## src/rtl/adv7513_i2c_arbiter.sv

```systemverilog
// ============================================================================
// Module   : adv7513_i2c_arbiter
// Function : round-robin sharing of one i2c_master between NUM_REQ requesters
// Revision : 1.0 - initial release
// ============================================================================
`default_nettype none

module adv7513_i2c_arbiter #(
  parameter int NUM_REQ     = 2,
  parameter int TXN_DELAY   = 0,
  parameter int TIMEOUT_CYC = 65535
) (
  input  logic                   clk,
  input  logic                   reset,
  input  logic [NUM_REQ-1:0]     req,
  input  logic [NUM_REQ-1:0]     req_rd,
  input  logic [7*NUM_REQ-1:0]   req_chip_addr,
  input  logic [8*NUM_REQ-1:0]   req_reg_addr,
  input  logic [8*NUM_REQ-1:0]   req_wdata,
  output logic [NUM_REQ-1:0]     gnt,
  output logic [NUM_REQ-1:0]     ack,
  output logic [7:0]             rdata,
  output logic                   err,
  output logic [6:0]             m_chip_addr,
  output logic [7:0]             m_reg_addr,
  output logic [7:0]             m_data_in,
  output logic                   m_write_en,
  output logic                   m_read_en,
  input  logic                   m_busy,
  input  logic [2:0]             m_status,
  input  logic [7:0]             m_data_out
);

  localparam int c_ptr_w    = $clog2(NUM_REQ);
  localparam int c_to_w     = $clog2(TIMEOUT_CYC + 1);
  localparam int c_gap_w    = (TXN_DELAY > 1) ? $clog2(TXN_DELAY) : 1;
  localparam int c_gap_last_i = (TXN_DELAY > 0) ? TXN_DELAY - 1 : 0;
  localparam logic [c_to_w-1:0]  c_to_max   = c_to_w'(TIMEOUT_CYC);
  localparam logic [c_gap_w-1:0] c_gap_last = c_gap_w'(c_gap_last_i);
  localparam logic [c_ptr_w-1:0] c_last_req = c_ptr_w'(NUM_REQ - 1);

  typedef enum logic [2:0] {
    S_IDLE  = 3'd0,
    S_ISSUE = 3'd1,
    S_WAIT  = 3'd2,
    S_DONE  = 3'd3,
    S_GAP   = 3'd4
  } state_t;

  (* syn_encoding = "safe" *) state_t r_state;
  state_t                 w_state_next;
  logic                   w_timeout;
  logic                   w_found;
  logic [c_ptr_w-1:0]     w_sel;
  logic [c_ptr_w-1:0]     r_rr_ptr;
  logic [c_ptr_w-1:0]     r_idx;
  logic                   r_rd;
  logic [c_to_w-1:0]      r_to_cnt;
  logic [c_gap_w-1:0]     r_gap_cnt;

  logic [6:0] w_chip  [NUM_REQ];
  logic [7:0] w_reg   [NUM_REQ];
  logic [7:0] w_wdata [NUM_REQ];

  for (genvar gi = 0; gi < NUM_REQ; gi++) begin : g_unpack
    assign w_chip[gi]  = req_chip_addr[7*gi +: 7];
    assign w_reg[gi]   = req_reg_addr[8*gi +: 8];
    assign w_wdata[gi] = req_wdata[8*gi +: 8];
  end

  // Scan from rr_ptr upwards; iterating backwards lets the nearest hit win.
  always_comb begin
    logic [c_ptr_w-1:0] v_idx;
    w_found = 1'b0;
    w_sel   = '0;
    v_idx   = '0;
    for (int i = NUM_REQ - 1; i >= 0; i--) begin
      v_idx = c_ptr_w'((int'(r_rr_ptr) + i) % NUM_REQ);
      if (req[v_idx]) begin
        w_found = 1'b1;
        w_sel   = v_idx;
      end
    end
  end

  // r_to_cnt==0 marks the first S_WAIT cycle, where m_busy is not yet valid.
  always_comb begin
    w_state_next = r_state;
    w_timeout    = 1'b0;
    case (r_state)
      S_IDLE:  if (w_found) w_state_next = S_ISSUE;
      S_ISSUE: w_state_next = S_WAIT;
      S_WAIT: begin
        if ((r_to_cnt != '0) && !m_busy) begin
          w_state_next = S_DONE;
        end else if (r_to_cnt == c_to_max) begin
          w_state_next = S_DONE;
          w_timeout    = 1'b1;
        end
      end
      S_DONE:  w_state_next = (TXN_DELAY > 0) ? S_GAP : S_IDLE;
      S_GAP:   if (r_gap_cnt == c_gap_last) w_state_next = S_IDLE;
      default: w_state_next = S_IDLE;
    endcase
  end

  always_ff @(posedge clk) begin
    if (!reset) begin
      r_state     <= S_IDLE;
      r_rr_ptr    <= '0;
      r_idx       <= '0;
      r_rd        <= 1'b0;
      r_to_cnt    <= '0;
      r_gap_cnt   <= '0;
      gnt         <= '0;
      ack         <= '0;
      rdata       <= '0;
      err         <= 1'b0;
      m_chip_addr <= '0;
      m_reg_addr  <= '0;
      m_data_in   <= '0;
      m_write_en  <= 1'b0;
      m_read_en   <= 1'b0;
    end else begin
      r_state    <= w_state_next;
      ack        <= '0;
      m_write_en <= 1'b0;
      m_read_en  <= 1'b0;
      case (r_state)
        S_IDLE: begin
          if (w_found) begin
            gnt         <= NUM_REQ'(1) << w_sel;
            r_idx       <= w_sel;
            r_rd        <= req_rd[w_sel];
            m_chip_addr <= w_chip[w_sel];
            m_reg_addr  <= w_reg[w_sel];
            m_data_in   <= w_wdata[w_sel];
          end
        end
        S_ISSUE: begin
          m_read_en  <= r_rd;
          m_write_en <= !r_rd;
          r_to_cnt   <= '0;
        end
        S_WAIT: begin
          if (w_state_next == S_DONE) begin
            gnt <= '0;
            ack <= gnt;
            err <= (m_status != 3'd0) | w_timeout;
            if (r_rd) rdata <= m_data_out;
          end else begin
            r_to_cnt <= r_to_cnt + 1'b1;
          end
        end
        S_DONE: begin
          r_rr_ptr  <= (r_idx == c_last_req) ? '0 : r_idx + 1'b1;
          r_gap_cnt <= '0;
        end
        S_GAP:   r_gap_cnt <= r_gap_cnt + 1'b1;
        default: ;
      endcase
    end
  end

endmodule

`default_nettype wire

```

## config.mk

```make
export PLATFORM = sky130hd
export DESIGN_NAME = adv7513_i2c_arbiter
export DESIGN_NICKNAME = d
export VERILOG_FILES = /design/src/rtl/adv7513_i2c_arbiter.sv
export SDC_FILE = /design/constraint.sdc
export NUM_CORES = 1
export LEC_CHECK = 0
export CAP_MARGIN = 20
export CORE_UTILIZATION = 40
export CTS_BUF_LIST = sky130_fd_sc_hd__clkbuf_8 sky130_fd_sc_hd__clkbuf_16
export DETAILED_ROUTE_END_ITERATION = 8
export GPL_TIMING_DRIVEN = 0
export PLACE_DENSITY = 0.82
export SETUP_SLACK_MARGIN = 0.5
export SYNTH_ARGS = -nofsm -noshare
export SYNTH_HDL_FRONTEND = slang
export SYNTH_SLANG_ARGS = --single-unit
```

## constraint.sdc

```tcl
create_clock -name clk -period 1.85 [get_ports clk]
set_input_delay 0.2775 -clock clk [delete_from_list [all_inputs] [get_ports clk]]
set_output_delay 0.2775 -clock clk [all_outputs]
set_load 0.01 [all_outputs]
```

* After elaboration in Yosys (flattened, before gate mapping)
Cells that the tools add are included.
Operators by class: order comparisons 4, reductions and logical operators 16, $add $sub $neg 4, mux-type cells 34, bitwise operators 2, eq/ne operators 9, shifts and indexed selects 1
Operator list (count):
- 8-bit two-way mux | 6
- 16-bit case mux with 2 select lines | 1
- 7-bit two-way mux | 3
- 16-bit by 1-bit adder with 16-bit output, second input constant | 1
- 16-bit == test, second input constant | 1
- 16-bit two-way mux | 1
- 16-bit nonzero test | 1
- 1-bit two-way mux | 14
- 3-bit two-way mux | 4
- 3-bit case mux with 4 select lines | 1
- 3-bit by 2-bit == test with 1-bit output, second input constant | 3
- 3-bit AND reduction | 3
- 2-bit AND reduction | 4
- 1-bit by 2-bit less-than comparator with 1-bit output, second input constant | 3
- 2-bit inequality test, second input constant | 3
- 2-bit nonzero test | 3
- 2-bit two-way mux | 2
- 2-bit case mux with 2 select lines | 1
- 1-bit adder, second input constant | 3
- 3-bit by 1-bit == test with 1-bit output, second input constant | 1
- 3-bit == test, second input constant | 1
- 3-bit logical NOT | 1
- 3-bit nonzero test | 1
- 2-bit greater-or-equal comparator, second input constant | 1
- other kinds (6) | 7
Word-level totals: flip-flop bits (word level) 61, output and inout port bits 38, bits of input ports 64

* Longest topological paths before layout
Gate-level depths: netlist of the first run.
depth in word-level cells 10, gate-level depth with buffers 9

* Worst setup path before layout of the first run
Ideal clock, no wire load.
path kind reg2reg, start register r_to_cnt[0], end register r_to_cnt[14], library setup time 132 ps, period minus slack after synthesis 1926 ps, arrival time 1794 ps, required time 1718 ps, path slack -76 ps, path buffers 2, cell stages (with the launch flop) 10, cells stage by stage dfxtp_1 -> inv_1 -> ha_1 -> nor4b_2 -> a41oi_2 -> a211o_4 -> buf_6 -> buf_2 -> o31ai_1 -> a21oi_1
Between the ends: cells in the longest elaborated chain, start to end 7, elaborated cells between the ends (all ways) 12
RTL lines:
- start: declaration | line 58 | logic [c_to_w-1:0] r_to_cnt;
- start signal: assignment | line 152 | r_to_cnt <= r_to_cnt + 1'b1;
- 16-bit == test / 16-bit nonzero test (equally long branches) | line 96, 94
- 3-bit two-way mux / 1-bit logical AND (equally long branches) | line 96, 94
- 3-bit two-way mux | line 94 | if ((r_to_cnt != '0) && !m_busy) begin
- 3-bit case mux with 4 select lines | line 90 | case (r_state)
- 3-bit by 2-bit == test with 1-bit output | line 146 | if (w_state_next == S_DONE) begin
- 2-bit inequality test (no line)
- 2-bit AND reduction (no line)
Parallel ways exist; a longest one is shown, timed or not. The select of a mux whose other input is x is not followed. A chain may end at the register's enable or synchronous reset.

* Worst setup path after layout of the first run
start register r_to_cnt[8], end register r_to_cnt[13]
The elaborated chain is that of the path after synthesis.

==> summary.md, run 1 <==
| Metric | Value |
|---|---|
| Status | finished, violations left |
| Clock Latency Late Sink | 350 ps |
| Clock Sinks | 61 |
| Avg Synthesized Cell Area | 8.89 um2 |
| Min-delay worst type | in2reg |
| DR vias | 3185 |
| # fillers | 384 |
| Die height | 84.7 um |
| Hold WS | 389 ps |
| Max VDD drop | 547 uV |
| CTS Root Cell | clkbuf_8 |
| Simple-gate portion of the synthesized area | 20.6% |
| Initial Util | 42.1% |
| Yosys warns | 0 |
| CTS tree | yes |
| Grt total ovfl | 0 |
| Hpwl dp | 5370 um |
| Share of layout cells above drive strength 1 | 33.3% |
| Worst-case reg-to-reg path depth | 5 |
| WP depth | 5 |
| CP cell instances | nor4_2 > a41oi_2 > a211o_4 > or4_4 > a21oi_1 |
| Tmin final | 2090 ps |
| Critical Path AT | 2360 ps |
| CTS Buffer Depth | 2 |
| Adder-Cell Fraction of Synth Area | 0.914% |
| FF-to-FF setup slack | -240 ps |
| Final worst path period share | 113% |
| Slew Limit Headroom | 50.0% |
| Setup crit end kind | flip-flop |
| Num CTS Buffers | 9 |
| Predominant post-synthesis flop cell | dfxtp_1 |
| Crit path max-delay family | simple AND/OR/NAND/NOR gates |
| Worst R2R Start | r_to_cnt[8] |
| Vias in the first global route | 2826 |
| # rows | 29 |
| Post-Synth XOR/XNOR Area | 0.640% |
| Diodes inserted | 0 |
| Core Footprint | 6490 um2 |
| CP startpoint kind | flip-flop |
| Critical path fanouts, max | 7 |
| Seq/Total Area, Yosys | 44.6% |
| Largest family of logic cells by synthesized area | simple AND/OR/NAND/NOR gates |
| CP startpoint | r_to_cnt[8] |
| Area growth syn-to-layout | 81.0% |
| Pwr dens | 810 nW/um2 |
| GR Util All Layers | 23.8% |
| Drc violations | 5 |
| Placer Congestion | 0.828 |
| Sum of buffers and inverters on the critical path | 0 |
| Final WS setup | -245 ps |
| Post-Syn Area | 2740 um2 |
| Die W | 84.7 um |
| Largest net degree at the start of global routing | 11 |
| Max-cap viol count | 0 |
| Post-synth ARST share | 0% |
| DR vias/cell | 6.11 |
| Initial antenna violation count | 0 |
| Slew Limit Fails | 0 |
| Buffers added on ports | 100 |
| DR WL/cell | 20.4 um |
| Yosys reg bits | 61 |
| Tot Pwr | 4.02 mW |
| CP Class | reg2reg |
| H-tree Lvls | 3 |
| DRT iter0 DRCs | 287 |
| First-pass GRT wire length | 13400 um |
| F_max | 0.477 GHz |
| Hold Path Origin | reset |
| Failing checks | DRC, setup timing |
| CTS Hold Bufs | 0 |
| Synth Area in Compound Gates | 19.9% |
| Post-synthesis cell count | 308 |
| CP max stage delay | 500 ps |
| Library cells used by synthesis | 39 |
| Top Ports | 102 |
| Post-synth EDFFs | 0 |
| Worst slew pin tran | 750 ps |
| Layout Skew | 8.59 ps |
| Clock transition at path regs | 70 ps |
| Nets | 506 |
| Routed Antenna Nets | 0 |
| CP max-delay cell | or4_4 |
| Final Hold Fails | 0 |
| RSZ-0062 raised after global routing | yes |
| Synth Net Count | 374 |
| Hold path cells | 2 |
| Initial DRT Pass Iterations | 8 |
| DIE AREA | 7180 um2 |
| Mux cell area share after synthesis | 8.78% |
| Static Leak | 1.93 nW |
| Final wirelength | 10600 um |
| Worst EP required | 2120 ps |
| Final setup viols | 28 |
## kinds of logic after synthesis
group	count (synthesis)
DFF	61
muxes	24
and+or+nand+nor	107
AOI/OAI and AO/OA	84
adders and majority gates	2
buffers and inverters	28
xor gates and xnor gates	2
## final timing paths
path,endpoint
min reg2reg,rdata[2]
max,r_to_cnt[13]
min,r_state[0]
max reg2reg,r_to_cnt[13]
## report_power, final
part	leakage [nW]	internal (mW)	switching [mW]	total [mW]
combinational	1.33	0.664	0.612	1.28
clock	0.101	0.683	0.540	1.22
sequential	0.501	1.42	0.0929	1.52
total	1.93	2.77	1.25	4.02
## cells in the final DEF, fill, tap and decap left out, types with 3 or more instances in the layout
cell type	n
a211oi_1	10
a211oi_2	14
a21oi_1	10
a21oi_2	15
and3_1	5
buf_12	3
buf_4	7
buf_6	7
buf_8	10
clkbuf_1	4
clkbuf_16	5
clkbuf_8	11
clkdlybuf4s50_1	61
dfxtp_1	55
dfxtp_2	6
dlygate4sd2_1	38
mux2i_1	19
mux2i_2	3
nand2_1	12
nand3_1	11
nand3_2	5
nand3_4	4
nand4_1	3
nor2_1	15
nor2_2	8
nor2_4	12
nor3_1	5
o21ai_0	13
o31ai_1	5
o31ai_4	3
or3_1	3
or4_1	8
## what timing repair did
action                                  CTS  global route
buffers inserted                          8             4
gates resized for setup                  95           103
endpoints found under the setup margin   94            55
pin swaps                                35            22
endpoints found under the hold margin     0             0
cloned                                    5             4
## registers in the layout, summed over array words and instances (netlist names)
| signal | count |
|---|---|
| m_data_in | 8 |
| m_write_en | 1 |
| r_rd | 1 |
| r_idx | 1 |
| r_rr_ptr | 1 |
| gnt | 2 |
| r_to_cnt | 16 |
| r_gap_cnt | 1 |
| m_reg_addr | 8 |
| rdata | 8 |
| m_read_en | 1 |
| r_state | 3 |
| m_chip_addr | 7 |
| err | 1 |
| ack | 2 |
## per-stage QoR
step	setup WS (ps)	cells	TNS (ps)	cell area [um2]	util [%]
finish	-245	521	-2850	4950	76.3
global route	-265	521	-4040	4950	76.3
CTS	-89.0	513	-1040	4430	68.2
detailed placement	-248	485	-6430	3920	60.4
global placement	-196	485	-4560	3920	60.4
floorplan	-32.0	308	-188	2820	-
## cell usage after synthesis (all sizes together) (2+ instances only)
cell type  number  area, um2
buf             8       48.8
nor2           35        131
clkbuf         15       56.3
xnor2           2       17.5
a211oi         25        188
nand3          20        100
nor3            5       25.0
o21ai          17       85.1
or4            10       75.1
or2             2       12.5
nor4            4       37.5
inv             4       15.0
a21oi          26        130
or3             4       25.0
o31ai           8       60.1
ha              2       25.0
o21a            2       15.0
nand2          12       45.0
dfxtp          61       1220
and3            6       37.5
mux2i          24        240
nand4           3       18.8
## cell type report
class	count	area [um2]	area share [%]
clock buffers	11	151	3.06
inverters	5	18.8	0.379
flip-flops and latches	61	1230	24.8
well taps	77	96.3	1.94
clock inverters	4	47.5	0.960
repair buffers	119	1210	24.4
plain buffers	23	277	5.58
multi-input cells	221	1920	38.8
## layer usage
metal / wire length (um) / up-vias / share of wire (%) / global-route usage [%]
met2: 5390 / 200 / 51 / 40.9
li1: - / 1411 / - / -
met5: 0 / - / 0 / 0
met1: 4030 / 1537 / 38 / 27.6
met4: 370 / 0 / 3.5 / 11.2
met3: 829 / 37 / 7.8 / 6.49
## worst register-to-register path: stages (launching register included)
cell	delay, ps
dfxtp_2	370
nor4_2	360
a41oi_2	230
a211o_4	360
or4_4	500
a21oi_1	190
Power figures use the tool's default switching activity.
==> inputs of run 2 (changes only) <==
--- a/config.mk
+++ b/config.mk
@@ -11,6 +11,7 @@
 export DETAILED_ROUTE_END_ITERATION = 8
 export GPL_TIMING_DRIVEN = 0
 export PLACE_DENSITY = 0.82
+export REMOVE_ABC_BUFFERS = 1
 export SETUP_SLACK_MARGIN = 0.5
 export SYNTH_ARGS = -nofsm -noshare
 export SYNTH_HDL_FRONTEND = slang
==> run 2 against run 1 <==
Effect of this change:
- non-clock buffer count down 8
- hold slack better by 99 ps
- fmax up 0.10%
- global-route usage up 0.88 points
- largest power group unchanged
- the flow still finishes with violations (DRC, setup timing)
- sequential power about the same
- clock skew up 3.9 ps
- register-to-register slack about the same
- clock power up 11%
- sequential share of layout area up 1.8 points
- cell area down 6.3%
- die area unchanged
==> summary.md, run 2 (same netlist as run 1, synthesis figures left out) <==
| Metric | Value |
|---|---|
| Max FFs per register | 16 (unchanged) |
| CP Class | reg2reg (unchanged) |
| RSZ-0062 raised after global routing | yes (unchanged) |
| CP cell instances | nor4_4 > a41oi_2 > buf_4 > a211o_4 > or4_4 > a21oi_2 (was nor4_2 > a41oi_2 > a211o_4 > or4_4 > a21oi_1) |
| CP max stage delay | 500 ps (about the same) |
| Num CTS Buffers | 9 (unchanged) |
| Hpwl dp | 5280 um (was 5370 um) |
| DR vias | 3065 (was 3185) |
| DRT iter0 DRCs | 186 (was 287) |
| Placer Congestion | 0.826 (was 0.828) |
| Die height | 84.7 um (unchanged) |
| First-pass GRT wire length | 14100 um (was 13400 um) |
| Final std cells w/o fill | 516 (was 521) |
| Biggest register | r_to_cnt (unchanged) |
| Core Footprint | 6490 um2 (unchanged) |
| DR WL/cell | 18.1 um (was 20.4 um) |
| Placed Area | 3830 um2 (was 3920 um2) |
| Min-delay worst type | reg2reg (was in2reg) |
| Drc violations | 1 (was 5) |
| Share of layout cells above drive strength 1 | 26.2% (was 33.3%) |
| Static Leak | 1.92 nW (was 1.93 nW) |
| GR Util All Layers | 24.7% (was 23.8%) |
| Final setup viols | 28 (unchanged) |
| Die W | 84.7 um (unchanged) |
| F_max | 0.478 GHz (was 0.477 GHz) |
| Hold WS | 488 ps (was 389 ps) |
| Design area | 4640 um2 (was 4950 um2) |
| Status | finished, violations left (unchanged) |
| Initial Util | 42.1% (unchanged) |
| Pwr dens | 837 nW/um2 (was 810 nW/um2) |
| Placement Setup Slack | -600 ps (was -248 ps) |
| Layout Skew | 12.5 ps (was 8.59 ps) |
| Final WS setup | -243 ps (was -245 ps) |
| Commonest non-fill, non-tap cell in the layout | clkdlybuf4s50_1 (unchanged) |
| Largest net degree at the start of global routing | 34 (was 11) |
| CTS Buffer Depth | 2 (unchanged) |
| # rows | 29 (unchanged) |
| Grt total ovfl | 0 (unchanged) |
| Final worst path period share | 113% (about the same) |
| Routed Antenna Nets | 0 (unchanged) |
| Slew Limit Headroom | 58.6% (was 50.0%) |
| Critical path fanouts, max | 6 (was 7) |
| Initial DRT Pass Iterations | 7 (was 8) |
| Final Hold Fails | 0 (unchanged) |
| Max VDD drop | 693 uV (was 547 uV) |
| Critical Path AT | 2340 ps (was 2360 ps) |
| Final wirelength | 9340 um (was 10600 um) |
| Final setup TNS | -4000 ps (was -2850 ps) |
| Clock Sinks | 61 (unchanged) |
| Worst slew pin tran | 620 ps (was 750 ps) |
| Initial antenna violation count | 0 (unchanged) |
| Worst EP required | 2100 ps (was 2120 ps) |
| Slew Limit Fails | 0 (unchanged) |
| CTS Root Cell | clkbuf_8 (unchanged) |
| Failing checks | DRC, setup timing (unchanged) |
| Nets | 500 (was 506) |
| Setup crit end kind | flip-flop (unchanged) |
| Diodes inserted | 0 (unchanged) |
| DR vias/cell | 5.94 (was 6.11) |
| H-tree Lvls | 3 (unchanged) |
| Area growth syn-to-layout | 69.7% (was 81.0%) |
| Tmin final | 2090 ps (about the same) |
| CP startpoint kind | flip-flop (unchanged) |
| Clock Latency Late Sink | 330 ps (was 350 ps) |
| Max-cap viol count | 0 (unchanged) |
| CTS tree | yes (unchanged) |
| Crit path max-delay family | simple AND/OR/NAND/NOR gates (unchanged) |
| CTS Hold Bufs | 0 (unchanged) |
| Vias in the first global route | 3093 (was 2826) |
| Inst Count DP | 469 (was 485) |
| DIE AREA | 7180 um2 (unchanged) |
| Clock transition at path regs | 70 ps (about the same) |
| Sum of buffers and inverters on the critical path | 1 (was 0) |
| Most frequent cells in the layout | clkdlybuf4s50_1, dfxtp_1, dlygate4sd2_1, nor2_1 (was clkdlybuf4s50_1, dfxtp_1, dlygate4sd2_1, mux2i_1) |
| Top Ports | 102 (unchanged) |
| Buffers added on ports | 101 (was 100) |
| CP max-delay cell | or4_4 (unchanged) |
[run 2: cell types whose count changed in the layout (fill, tap and decap cells not counted), sizes merged, moves of 2 or more]
| cell | previous run | this run |
|---|---|---|
| clkbuf | 22 | 11 |
| a211o | 2 | 4 |
| bufbuf | 0 | 2 |
| dlygate4sd2 | 38 | 40 |
[run 2: layout make-up]
| class | instances | area (um2) |
|---|---|---|
| Inverter | 5 | 18.8 |
| Tap cell | 77 | 96.3 |
| Timing Repair Buffer | 134 | 1350 |
| Multi-Input combinational cell | 223 | 1720 |
| Clock buffer | 11 | 151 |
| Clock inverter | 5 | 73.8 |
| Fill cell | 451 | 1850 |
| Sequential cell | 61 | 1230 |
[run 2: metal layers]
| metal | GRT usage (%) | share of wire (%) | wire, um |
|---|---|---|---|
| met4 | 10.0 | 3.2 | 295 |
| met5 | 0 | 0 | 0 |
| met3 | 9.34 | 8.6 | 806 |
| met2 | 44.2 | 51 | 4760 |
| met1 | 26.1 | 37 | 3480 |
[run 2: path summary, 6_finish.rpt]
| path | from | to | slack (ps) | depth (start not counted) |
|---|---|---|---|---|
| min reg2reg | r_idx | r_idx | 490 | 2 |
| max | r_to_cnt[10] | r_to_cnt[9] | -240 | 6 |
| max reg2reg | r_to_cnt[10] | r_to_cnt[9] | -240 | 6 |
| min | r_idx | r_idx | 490 | 2 |
[run 2: through the flow]
step / util [%] / power, mW
after global placement: 57.6 / 2.29
after detailed placement: 59.0 / 2.32
final: 71.5 / 3.89
after floorplan: - / 1.89
after CTS: 68.6 / 3.83
after global routing: 71.5 / 4.03
[run 2: repair_timing]
| action | 4_1_cts | 5_1_grt |
|---|---|---|
| gates resized for setup | 94 | 38 |
| setup endpoints to repair | 97 | 60 |
| pin swaps | 36 | 26 |
| buffers inserted | 18 | 7 |
| gates cloned | 6 | 0 |
[run 2: worst register-to-register path: stages, from the launching register on]
cell and delay [ps]:
dfxtp_1 380, nor4_4 330, a41oi_2 170, buf_4 190
a211o_4 310, or4_4 500, a21oi_2 140
[run 2: where the power goes]
group          total, mW  switching (mW)  internal, mW
combinational       1.03           0.462         0.571
clock               1.36           0.533         0.823
sequential          1.50          0.0764          1.42
total               3.89            1.07          2.82
==> inputs of run 3 (changes only) <==
--- a/config.mk
+++ b/config.mk
@@ -6,11 +6,10 @@
 export NUM_CORES = 1
 export LEC_CHECK = 0
 export CAP_MARGIN = 20
-export CORE_UTILIZATION = 40
-export CTS_BUF_LIST = sky130_fd_sc_hd__clkbuf_8 sky130_fd_sc_hd__clkbuf_16
+export CORE_UTILIZATION = 41
+export CTS_BUF_LIST = sky130_fd_sc_hd__clkbuf_4 sky130_fd_sc_hd__clkbuf_8
 export DETAILED_ROUTE_END_ITERATION = 8
-export GPL_TIMING_DRIVEN = 0
-export PLACE_DENSITY = 0.82
+export PLACE_DENSITY = 0.84
 export REMOVE_ABC_BUFFERS = 1
 export SETUP_SLACK_MARGIN = 0.5
 export SYNTH_ARGS = -nofsm -noshare
==> run 3 against run 2 <==
Effect of this change:
- the run ends with setup timing left
- fmax decreased by 1.9%
- combinational power increased by 58%
- clock-buffer cell count increased by 3
- hold slack got worse by 17 ps
- non-clock buffer count increased by 40
- critical path depth unchanged
- register-to-register slack got worse by 40 ps
- core utilization increased by 11 points
- cell count increased by 7.6%
- cell area increased by 14%
- largest cell class unchanged
==> summary.md, run 3 (same netlist as run 1, synthesis figures left out) <==
| Metric | Value |
|---|---|
| CTS Root Cell | clkbuf_8 (unchanged) |
| Commonest non-fill, non-tap cell in the layout | clkdlybuf4s50_1 (unchanged) |
| Static Leak | 2.19 nW (was 1.92 nW) |
| Clock Sinks | 61 (unchanged) |
| Largest net degree at the start of global routing | 28 (was 34) |
| Hold WS | 470 ps (was 488 ps) |
| M1 GR Usage | 37.8% (was 26.1%) |
| Slew Limit Headroom | 61.9% (was 58.6%) |
| Final Hold Fails | 0 (unchanged) |
| Clock Latency Late Sink | 360 ps (was 330 ps) |
| First-pass GRT wire length | 17700 um (was 14100 um) |
| Critical Path AT | 2350 ps (was 2340 ps) |
| CP max stage delay | 390 ps (was 500 ps) |
| WP depth | 6 (unchanged) |
| DIE AREA | 7010 um2 (was 7180 um2) |
| Util after Layout | 82.8% (was 71.5%) |
| CTS tree | yes (unchanged) |
| Core Footprint | 6390 um2 (was 6490 um2) |
| Vias in the first global route | 3394 (was 3093) |
| Tmin final | 2130 ps (was 2090 ps) |
| Max VDD drop | 635 uV (was 693 uV) |
| Die height | 83.7 um (was 84.7 um) |
| Critical path fanouts, max | 9 (was 6) |
| DR WL/cell | 24.8 um (was 18.1 um) |
| Worst EP required | 2060 ps (was 2100 ps) |
| Final setup TNS | -3200 ps (was -4000 ps) |
| Hold path cells | 2 (unchanged) |
| Final wirelength | 13800 um (was 9340 um) |
| GRT busiest layer | met2 (unchanged) |
| Routed Antenna Nets | 0 (unchanged) |
| Final std cells w/o fill | 555 (was 516) |
| Int Power | 2.91 mW (was 2.82 mW) |
| Top Ports | 102 (unchanged) |
| Biggest register | r_to_cnt (unchanged) |
| M2 GR Usage | 56.0% (was 44.2%) |
| R2r endpoint | r_to_cnt[5] (was r_to_cnt[9]) |
| Grt total ovfl | 0 (unchanged) |
| Setup crit end kind | flip-flop (unchanged) |
| CP startpoint kind | flip-flop (unchanged) |
| RSZ-0062 raised after global routing | yes (unchanged) |
| Met3 GRT Util | 9.10% (was 9.34%) |
| DRT iter0 DRCs | 301 (was 186) |
| Placer Congestion | 0.867 (was 0.826) |
| GR Util All Layers | 32.8% (was 24.7%) |
| Status | finished, violations left (unchanged) |
| DR vias | 3616 (was 3065) |
| Failing checks | setup timing (was DRC, setup timing) |
| Crit path max-delay family | compound AO/OA/AOI/OAI gates (was simple AND/OR/NAND/NOR gates) |
| Reg power frac | 35.3% (was 38.5%) |
| Placed Area | 4050 um2 (was 3830 um2) |
| # fillers | 275 (was 451) |
| F_max | 0.469 GHz (was 0.478 GHz) |
| CP cell instances | nor4_2 > a41oi_2 > a211o_4 > buf_4 > o31ai_1 > a21oi_1 (was nor4_4 > a41oi_2 > buf_4 > a211o_4 > or4_4 > a21oi_2) |
| Max FFs per register | 16 (unchanged) |
| Combinational share of power | 37.4% (was 26.6%) |
| Net Sw Power | 1.44 mW (was 1.07 mW) |
| Num CTS Buffers | 9 (unchanged) |
| CTS Buffer Depth | 2 (unchanged) |
| Worst R2R Start | r_to_cnt[8] (was r_to_cnt[10]) |
| Hpwl dp | 5400 um (was 5280 um) |
| Drc violations | 0 (was 1) |
| DR vias/cell | 6.52 (was 5.94) |
| Final setup viols | 28 (unchanged) |
| Initial Util | 42.9% (was 42.1%) |
| Inst Count DP | 499 (was 469) |
| Clock group share of total power | 27.3% (was 34.9%) |
| Final WS setup | -283 ps (was -243 ps) |
| Min-delay worst type | reg2reg (unchanged) |
| Initial antenna violation count | 1 (was 0) |
| Nets | 539 (was 500) |
| Most frequent cells in the layout | clkdlybuf4s50_1, dfxtp_1, buf_4, dlygate4sd2_1, a211oi_2 (was clkdlybuf4s50_1, dfxtp_1, dlygate4sd2_1, nor2_1) |
| Hold worst-path end | rdata[7] (was r_idx) |
| Share of layout cells above drive strength 1 | 41.5% (was 26.2%) |
| FF-to-FF setup slack | -280 ps (was -240 ps) |
| Worst-case reg-to-reg path depth | 6 (unchanged) |
| Slew Limit Fails | 0 (unchanged) |
| Initial DRT Pass Iterations | 5 (was 7) |
| Worst slew pin tran | 570 ps (was 620 ps) |
| Sw Ratio | 33.2% (was 27.6%) |
| Die W | 83.7 um (was 84.7 um) |
| CP Class | reg2reg (unchanged) |
| Area growth syn-to-layout | 93.1% (was 69.7%) |
| Clock transition at path regs | 70 ps (about the same) |
| Max-cap viol count | 0 (unchanged) |
| Final worst path period share | 115% (was 113%) |
| Buffers added on ports | 101 (unchanged) |
| Design area | 5290 um2 (was 4640 um2) |
| CP max-delay cell | a211o_4 (was or4_4) |
| Sum of buffers and inverters on the critical path | 1 (unchanged) |
| # rows | 29 (unchanged) |
| Pwr dens | 823 nW/um2 (was 837 nW/um2) |
| Layout Skew | 12.0 ps (was 12.5 ps) |
| Hold Path Origin | rdata[7] (was r_idx) |
| H-tree Lvls | 3 (unchanged) |
## run 3: changes by cell type in the layout (fill, tap and decap cells not counted), sizes merged
cell / before / now
dlygate4sd2: 40 / 37
clkinv: 3 / 2
buf: 31 / 70
bufinv: 2 / 0
inv: 5 / 4
a211o: 4 / 3
clkbuf: 11 / 15
clkdlybuf4s15: 0 / 3
diode: 0 / 1
## run 3: tightest hold or removal path: stages (launching register included)
cell and delay [ps]:
dfxtp_1 320, o21ai_2 60, a21oi_2 50
## run 3: power by group through the flow
stage	Combinational (mW)	Sequential [mW]	Clock [mW]
4_1_cts	1.36	1.50	1.12
3_5_place_dp	0.846	1.51	0
5_1_grt	1.68	1.54	1.24
6_report	1.63	1.54	1.19
3_3_place_gp	0.829	1.50	0
2_1_floorplan	0.338	1.55	0
## run 3: per-stage QoR
stage	power, mW	setup WS [ps]
after CTS	3.99	-143
after floorplan	1.89	-2640
after global placement	2.33	-91.1
final	4.35	-283
after global routing	4.46	-355
after detailed placement	2.35	-172
## run 3: routing by layer
metal | vias to the layer above | wire length, um | part of all wire [%]
li1 | 1481 | - | -
met1 | 1709 | 4830 | 35
met2 | 328 | 6800 | 49
met3 | 98 | 1330 | 9.6
met4 | 0 | 822 | 6.0
met5 | - | 0 | 0
## run 3: worst max path at each step
stage / to / slack, ps / startpoint
global route: r_to_cnt[5] / -350 / r_to_cnt[2]
floorplan: m_chip_addr[0] / -2640 / r_state[2]
global placement: r_to_cnt[13] / -90 / r_to_cnt[0]
CTS: r_to_cnt[13] / -140 / r_to_cnt[1]
detailed placement: r_to_cnt[3] / -170 / r_to_cnt[1]
finish: r_to_cnt[5] / -280 / r_to_cnt[8]
## run 3: layout make-up
class,count,area (um2),share of cell area [%]
Clock buffer,14,180,3.41
Inverter,5,18.8,0.355
Tap cell,77,96.3,1.82
Clock inverter,1,5.00,0.0947
Multi-Input combinational cell,222,1930,36.5
Antenna cell,1,2.50,0.0473
Sequential cell,61,1230,23.2
Timing Repair Buffer,174,1830,34.5
## run 3: timing repair
action / in CTS / in global routing
resized for setup: 164 / 39
setup buffers: 20 / 9
pin swaps: 67 / 13
gates cloned: 10 / 1
hold buffers: 0 / 0
setup endpoints to repair: 93 / 59
